**src/rtl/alu_op_sequencer.sv**
```systemverilog
// alu_op_sequencer
//   Sits in front of a registered ALU and gives it a valid/ready interface.
//   One operation is in flight at a time. The sequencer issues the operands,
//   holds them for the ALU's one-cycle latency, captures R/FLAG, and hands
//   the result to the consumer with back-pressure.
// Ports
//   CLK, RST                     clock, synchronous active-high reset
//   CMD_VALID/READY, CMD_A/B/SEL command port
//   A, B, SEL                    operand/opcode drive to the ALU
//   ALU_R, ALU_FLAG              registered ALU result and zero flag
//   RES_VALID/READY, RES_*       result port (held stable until taken)
//   OP_COUNT                     results handed off since reset (wraps)
module alu_op_sequencer #(
  parameter int WIDTH = 32,
  parameter int CNT_W = 16
) (
  input  logic             CLK,
  input  logic             RST,
  input  logic             CMD_VALID,
  output logic             CMD_READY,
  input  logic [WIDTH-1:0] CMD_A,
  input  logic [WIDTH-1:0] CMD_B,
  input  logic [2:0]       CMD_SEL,
  output logic [WIDTH-1:0] A,
  output logic [WIDTH-1:0] B,
  output logic [2:0]       SEL,
  input  logic [WIDTH-1:0] ALU_R,
  input  logic             ALU_FLAG,
  output logic             RES_VALID,
  input  logic             RES_READY,
  output logic [WIDTH-1:0] RES_R,
  output logic             RES_FLAG,
  output logic [2:0]       RES_SEL,
  output logic             RES_ILLEGAL,
  output logic             RES_MISMATCH,
  output logic [CNT_W-1:0] OP_COUNT
);

  typedef enum logic [1:0] {S_IDLE, S_EXEC, S_CAPT, S_DONE} state_e;

  state_e             state_q, state_d;
  logic [WIDTH-1:0]   a_q, a_d, b_q, b_d;
  logic [2:0]         sel_q, sel_d;
  logic [WIDTH-1:0]   res_r_q, res_r_d;
  logic               res_flag_q, res_flag_d;
  logic [2:0]         res_sel_q, res_sel_d;
  logic               res_ill_q, res_ill_d;
  logic               res_mis_q, res_mis_d;
  logic [CNT_W-1:0]   op_count_q, op_count_d;
  logic               cmd_ready;

  always_comb begin
    state_d    = state_q;
    a_d        = a_q;
    b_d        = b_q;
    sel_d      = sel_q;
    res_r_d    = res_r_q;
    res_flag_d = res_flag_q;
    res_sel_d  = res_sel_q;
    res_ill_d  = res_ill_q;
    res_mis_d  = res_mis_q;
    op_count_d = op_count_q;
    cmd_ready  = 1'b0;

    case (state_q)
      S_IDLE: begin
        cmd_ready = 1'b1;
        if (CMD_VALID) begin
          a_d     = CMD_A;
          b_d     = CMD_B;
          sel_d   = CMD_SEL;
          state_d = S_EXEC;
        end
      end
      // ALU samples A/B/SEL at the edge leaving this state.
      S_EXEC: state_d = S_CAPT;
      S_CAPT: begin
        res_r_d    = ALU_R;
        res_flag_d = ALU_FLAG;
        res_sel_d  = sel_q;
        res_ill_d  = (sel_q[2:1] == 2'b11);
        res_mis_d  = (ALU_FLAG != (ALU_R == '0));
        state_d    = S_DONE;
      end
      S_DONE: begin
        // Ready follows RES_READY combinationally so a new command can be
        // taken in the same cycle the result leaves: one op per 3 cycles.
        if (RES_READY) begin
          cmd_ready  = 1'b1;
          op_count_d = op_count_q + CNT_W'(1);
          if (CMD_VALID) begin
            a_d     = CMD_A;
            b_d     = CMD_B;
            sel_d   = CMD_SEL;
            state_d = S_EXEC;
          end else begin
            state_d = S_IDLE;
          end
        end
      end
      default: state_d = S_IDLE;
    endcase
  end

  always_ff @(posedge CLK) begin
    if (RST) begin
      state_q    <= S_IDLE;
      a_q        <= '0;
      b_q        <= '0;
      sel_q      <= '0;
      res_r_q    <= '0;
      res_flag_q <= 1'b0;
      res_sel_q  <= '0;
      res_ill_q  <= 1'b0;
      res_mis_q  <= 1'b0;
      op_count_q <= '0;
    end else begin
      state_q    <= state_d;
      a_q        <= a_d;
      b_q        <= b_d;
      sel_q      <= sel_d;
      res_r_q    <= res_r_d;
      res_flag_q <= res_flag_d;
      res_sel_q  <= res_sel_d;
      res_ill_q  <= res_ill_d;
      res_mis_q  <= res_mis_d;
      op_count_q <= op_count_d;
    end
  end

  assign CMD_READY    = cmd_ready;
  assign A            = a_q;
  assign B            = b_q;
  assign SEL          = sel_q;
  assign RES_VALID    = (state_q == S_DONE);
  assign RES_R        = res_r_q;
  assign RES_FLAG     = res_flag_q;
  assign RES_SEL      = res_sel_q;
  assign RES_ILLEGAL  = res_ill_q;
  assign RES_MISMATCH = res_mis_q;
  assign OP_COUNT     = op_count_q;

endmodule

```
**config.mk**
```make
export PLATFORM = sky130hd
export DESIGN_NAME = alu_op_sequencer
export DESIGN_NICKNAME = d
export VERILOG_FILES = /design/src/rtl/alu_op_sequencer.sv
export SDC_FILE = /design/constraint.sdc
export NUM_CORES = 1
export LEC_CHECK = 0
export ABC_AREA = 1
export CAP_MARGIN = 20
export CORE_ASPECT_RATIO = 1.2
export CORE_MARGIN = 2
export CORE_UTILIZATION = 42
export CTS_BUF_LIST = sky130_fd_sc_hd__clkbuf_4
export DETAILED_ROUTE_END_ITERATION = 10
export PLACE_DENSITY_LB_ADDON = 0.12
export SLEW_MARGIN = 20
export SYNTH_ARGS = -nofsm -noshare
export SYNTH_HDL_FRONTEND = slang
export SYNTH_SLANG_ARGS = --single-unit
```
**constraint.sdc**
```tcl
create_clock -name CLK -period 2.1 [get_ports CLK]
set_clock_uncertainty 0.1 [all_clocks]
set_input_delay 0.315 -clock CLK [delete_from_list [all_inputs] [get_ports CLK]]
set_output_delay 0.315 -clock CLK [all_outputs]
set_load 0.02 [all_outputs]
```
==> results.py, run 1 <==
metrics = {
    "run_status": {
        "outcome": "complete, no violations",
    },
    "cts": {
        "cts_made_buffers": 17,
        "tritoncts": "done",
        "cts_buffer_depth": 2,
        "clock_latency_ps": 520,
        "root_buffer": "clkbuf_4",
        "cts_sinks": 123,
        "h-tree-depth": 4,
        "post-cts-setup-buffers": 0,
        "clk_pin_slew_worst_paths_ps": 100,
    },
    "logic_synthesis": {
        "synth_nets": 733,
        "ys.flop_type": "dfxtp_1",
        "ys_types": 24,
        "yosysMostFrequentCell": "nor2_1",
        "yosys.area.top_type": "dfxtp_1",
        "synth_area_um2": 4660,
        "synthTopCellsByArea": "dfxtp_1 53%, nor2_1 19%, o21ai_0 11%, nand2_1 3.3%, inv_1 2.2%",
        "ys_seq_area_share_pct": 52.9,
        "avgSynthCellArea_um2": 7.47,
        "synth-async-reset-ratio_pct": 0,
        "synth_top_area_share_pct": 52.9,
        "synth_seq_cells": 123,
        "yosys-top-cells-count": "238 x nor2_1, 123 x dfxtp_1, 104 x o21ai_0, 41 x nand2_1, 27 x inv_1",
        "yosysWarnings": 0,
        "synthCells": 624,
        "synth-edff-count": 0,
    },
    "grt": {
        "grt_overflow": 0,
        "grt_max_degree": 57,
        "grt_pass1_wl_um": 21700,
        "antenna_found_initial": 1,
        "grt_pass1_vias": 4604,
        "grt_usage_pct": 23.0,
    },
    "routing": {
        "ant_nets": 0,
        "vias": 4855,
        "wl_per_cell_um": 13.6,
        "routed_wirelength_um": 13500,
        "dr.pass1.iters": 4,
        "drcViolationCount": 0,
        "avgViaCountPerCell": 4.88,
        "drt-initial-drc-count": 182,
    },
    "pwr": {
        "leakagePower_nw": 2.93,
        "p_total_w": 0.00962,
        "pwr_density_cell_nw_per_um2": 1320,
        "ir_worst_vdd_mv": 0.816,
    },
    "critical_path": {
        "end_kind": "primary output",
        "crit_type": "reg2out",
        "crit_fanout": 4,
        "crit_path_start_kind": "register",
        "cp.required_ps": 1680,
        "cp.arrival_ps": 1580,
        "rr_worst_depth": 7,
    },
    "placement": {
        "portBuffers": 226,
        "place_hpwl_um": 10000,
        "dpl_cell_area_um2": 7070,
        "gp_congestion": 0.808,
    },
    "floorplanning": {
        "io_pins": 227,
        "fp.dieH_um": 119,
        "dieArea_um2": 12000,
        "coreArea_um2": 10900,
        "row_count": 42,
        "die_width_um": 100,
        "initial_core_util_pct": 42.6,
    },
    "timing": {
        "worst_pin_slew_ps": 374,
        "fin_tns_setup_ps": 0,
        "maxSlewHeadroom_pct": 74.8,
        "final.min_clock_period_ps": 2000,
        "setup_viol": 0,
        "final.period_utilization_pct": 95.1,
        "max_freq_ghz": 0.500,
        "report.final.slew_viol_count": 0,
        "hold_violations": 0,
    },
    "final_layout": {
        "drive_gt1_share_pct": 6.62,
        "final_nets": 958,
        "design_area_um2": 7310,
        "multiInputGateArea_um2": 1920,
        "seq_area_um2": 2460,
        "fill_cells": 965,
        "area_delta_synth_final_pct": 56.8,
    },
    "hold_path": {
        "whs_path_depth": 3,
        "hp-class": "in2reg",
    },
    "flow_run": {
        "maxCapViolCount": 0,
    },
}
## power breakdown
part | internal [W] | switching (W) | total (W)
Sequential | 0.00309 | 0.000391 | 0.00348
Clock | 0.000596 | 0.000824 | 0.00142
Combinational | 0.00208 | 0.00264 | 0.00472
## metal layers
metal	part of all wire, %	vias to the layer above	track usage [%]
met4	3.4	0	12.0
met2	51	166	38.5
met1	38	2211	25.3
met5	0	-	0
li1	-	2442	-
met3	7.6	36	7.98
## cell usage in the layout (no fill, tap or decap), types with 2 or more instances in the layout
cell type        netlist  routed
buf_4                  5      11
nand2_2                3       3
inv_1                 27      26
nand2_1               41      41
dfxtp_2                0       2
buf_12                 0       4
clkdlybuf4s50_1        0     224
ha_1                   5       5
xor2_1                 2       2
clkinv_1               0       2
o21ai_0              104     104
nor2_2                 2       2
clkinv_2               0       7
o21ai_1                5       5
nand3_1                9       9
nand4_1                3       3
dfxtp_1              123     121
nor3_1                 5       5
a21oi_1               17      16
nor2_1               238     238
clkbuf_4               0      20
inv_2                  2       3
## flip-flops by register name, indices dropped and copies added (netlist names), 2 cells and up
register  count
RES_R        32
state_q       2
A            32
B            32
SEL           3
OP_COUNT     16
RES_SEL       3
## worst max-delay path, cell delays in order, from the launching register on
cell and delay (ps):
dfxtp_2 370, inv_1 80, ha_1 350, a21oi_2 120
buf_4 160
## final timing paths
check	startpoint	end	slack, ps
hold reg to reg	RES_SEL[1]$_SDFFE_PP0N_	RES_SEL[1]$_SDFFE_PP0N_	380
setup reg to reg	state_q[0]$_SDFFE_PP0P_	A[30]$_SDFFE_PP0P_	360
hold / removal	ALU_R[8]	RES_R[8]$_SDFFE_PP0N_	270
setup / recovery	state_q[0]$_SDFFE_PP0P_	CMD_READY	100
## through the flow
step,setup slack (ps),cells,utilization [%],hold slack [ps]
CTS,16.8,993,66.8,229
finish,102,994,66.8,269
floorplan,441,624,-,293
global placement,16.8,962,64.7,350
detailed placement,22.4,962,64.7,370
global route,-8.93,994,66.8,252
## cell families (layout without fill, tap and decap cells)
group	after synthesis	after routing	share of synthesized area (%)
AND/OR/NAND/NOR	304	304	25.7
adder cells (fa/ha/maj)	5	5	1.34
XOR/XNOR	2	2	0.376
flip-flops	123	123	52.9
buffers and inverters	63	300	5.99
other	0	1	0
AO/OA/AOI/OAI	127	127	13.7
## layout make-up
| cell class | instances | share of cell area, % |
|---|---|---|
| clock buffers | 20 | 2.06 |
| clock inverters | 11 | 1.10 |
| diodes | 1 | 0.0343 |
| flip-flops and latches | 123 | 33.7 |
| repair buffers | 240 | 33.0 |
| multi-input cells | 438 | 26.3 |
| well taps | 132 | 2.26 |
| inverters | 29 | 1.49 |
## timing repair
item	CTS	global route
hold buffers	0	0
gates resized for setup	7	2
endpoints found under the setup margin	2	1
pin swaps	0	0
No activity file was read; power rests on OpenSTA's default activity.
==> run 2: changes to the inputs <==
--- a/config.mk
+++ b/config.mk
@@ -9,7 +9,7 @@
 export CAP_MARGIN = 20
 export CORE_ASPECT_RATIO = 1.2
 export CORE_MARGIN = 2
-export CORE_UTILIZATION = 42
+export CORE_UTILIZATION = 30
 export CTS_BUF_LIST = sky130_fd_sc_hd__clkbuf_4
 export DETAILED_ROUTE_END_ITERATION = 10
 export PLACE_DENSITY_LB_ADDON = 0.12
==> constraint.sdc (replaced) <==
create_clock -name CLK -period 2.1 [get_ports CLK]
set_clock_uncertainty 0.1 [all_clocks]
set_input_delay 0.315 -clock CLK [delete_from_list [all_inputs] [get_ports CLK]]
set_output_delay 0.315 -clock CLK [all_outputs]
set_load 0.01 [all_outputs]
==> run 2 against run 1 <==
Sequential cell count stayed put; worst setup slack improved by 11 ps; sequential share of layout area down 0.58 points; utilization shrank 18 points; sequential power hardly changed; cell count is 6.7% higher; critical path type unchanged; clock power grew 18%; highest routed layer unchanged; register-to-register slack gained 40 ps; maximum frequency grew 0.56%; hold slack lost 9.8 ps; count of clock-buffer cells in the layout shrank 3.
==> results.py, run 2 (synthesis gave the netlist of run 1 again) <==
metrics = {
    "run_status": {
        "outcome": "complete, no violations",
    },
    "placement": {
        "portBuffers": 226,
        "gp_congestion": 0.784,
        "place_hpwl_um": 10200,
        "place_ws_ps": 76.4,
        "placedCellCount": 1028,
    },
    "floorplanning": {
        "die_width_um": 118,
        "row_count": 49,
        "dieArea_um2": 16500,
        "fp.dieH_um": 141,
        "initial_core_util_pct": 30.9,
        "coreArea_um2": 15100,
        "io_pins": 227,
    },
    "final_layout": {
        "multiInputGateArea_um2": 1950,
        "fill_cells": 1533,
        "final_nets": 952,
        "final_cell_mix": "238 x nor2_1, 224 x clkdlybuf4s50_1, 121 x dfxtp_1",
        "final_cell_count_no_fill": 1061,
        "mostFrequentLayoutCell": "nor2_1",
        "drive_gt1_share_pct": 6.31,
        "area_delta_synth_final_pct": 59.6,
        "seq_area_um2": 2460,
        "final_util_pct": 49.3,
    },
    "timing": {
        "report.final.slew_viol_count": 0,
        "setup_viol": 0,
        "worst_pin_slew_ps": 354,
        "hold_violations": 0,
        "worst_slack_ps": 113,
        "final.min_clock_period_ps": 1990,
        "fin_tns_setup_ps": 0,
        "maxSlewHeadroom_pct": 76.2,
        "max_freq_ghz": 0.503,
        "holdWs_ps": 259,
        "rsz0062_at_grt": "no",
        "final.period_utilization_pct": 94.6,
    },
    "routing": {
        "vias": 4728,
        "wl_per_cell_um": 13.4,
        "dr.pass1.iters": 4,
        "routed_wirelength_um": 14200,
        "drt-initial-drc-count": 245,
        "avgViaCountPerCell": 4.46,
        "drcViolationCount": 0,
        "ant_nets": 0,
    },
    "hold_path": {
        "hp-class": "in2reg",
    },
    "critical_path": {
        "crit_family": "flip-flops",
        "path_buf_inv": 2,
        "cpMaxStageDelayCell": "dfxtp_2",
        "path_cells": "inv_2 -> ha_4 -> a21oi_2 -> clkdlybuf4s15_2",
        "cp.arrival_ps": 1570,
        "end_kind": "primary output",
        "cp.required_ps": 1680,
        "crit_path_start_kind": "register",
        "crit_fanout": 4,
        "cp_slowest_stage_delay_ps": 400,
        "crit_type": "reg2out",
    },
    "flow_run": {
        "maxCapViolCount": 0,
    },
    "grt": {
        "grt_max_degree": 68,
        "grt_usage_pct": 17.4,
        "grt_pass1_vias": 4687,
        "grt_pass1_wl_um": 23000,
        "grt_overflow": 0,
        "antenna_found_initial": 1,
    },
    "cts": {
        "ctsHoldBuffers": 0,
        "cts_made_buffers": 17,
        "cts_sinks": 123,
        "root_buffer": "clkbuf_4",
        "cts_buffer_depth": 2,
        "tritoncts": "done",
        "clk_pin_slew_worst_paths_ps": 100,
        "h-tree-depth": 4,
        "clock_latency_ps": 510,
    },
    "pwr": {
        "leakagePower_nw": 2.91,
        "ir_worst_vdd_mv": 0.541,
        "pwr_density_cell_nw_per_um2": 1240,
    },
}
[run 2: changes by cell type in the layout (fill, tap and decap cells not counted), sizes merged]
cell           previous run  this run
clkinvlp                  1         3
buf                      15         8
bufinv                    1         3
clkbuf                   20        17
clkdlybuf4s15             0         1
[run 2: tightest hold or removal path: cells and delay by family]
| kind | cells | cell delay, ps |
|---|---|---|
| compound gates | 1 | 60 |
| buf+inv | 2 | 470 |
[run 2: worst paths after layout]
kind | cells past startpoint | slack [ps] | from | to
worst min register to register | 2 | 370 | RES_FLAG$_SDFFE_PP0N_ | RES_FLAG$_SDFFE_PP0N_
worst min-delay path | 3 | 260 | ALU_R[8] | RES_R[8]$_SDFFE_PP0N_
worst max register to register | 8 | 400 | state_q[0]$_SDFFE_PP0P_ | B[22]$_SDFFE_PP0P_
worst max-delay path | 4 | 110 | state_q[0]$_SDFFE_PP0P_ | CMD_READY
[run 2: layout make-up]
class                           instances  area share, %
Tap cell                              204           3.43
Clock inverter                         15           2.10
Timing Repair Buffer                  234           31.9
Clock buffer                           17           1.72
Sequential cell                       123           33.2
Antenna cell                            1         0.0337
Multi-Input combinational cell        438           26.2
Inverter                               29           1.46
[run 2: through the flow]
step | total power [W] | area, um2
2_1_floorplan | 0.00547 | 4660
3_3_place_gp | 0.00753 | 7120
3_5_place_dp | 0.00764 | 7120
4_1_cts | 0.00940 | 7420
5_1_grt | 0.00996 | 7430
6_report | 0.00925 | 7430
[run 2: layer usage]
layer | track usage, % | vias up | wire [um]
met5 | 0 | - | 0
met3 | 7.04 | 24 | 994
met1 | 18.9 | 2132 | 5710
li1 | - | 2420 | -
met2 | 29.7 | 152 | 7160
met4 | 7.99 | 0 | 340
[run 2: what timing repair did]
action	in CTS	in global routing
resized for setup	9	3
setup endpoints to repair	2	1
buffers inserted	0	0
[run 2: power by group]
group	internal, W	switching, W	total, W	leakage, nW
sequential	0.00309	0.000399	0.00349	1.01
clock	0.000800	0.000879	0.00168	0.147
combinational	0.00203	0.00205	0.00408	1.75
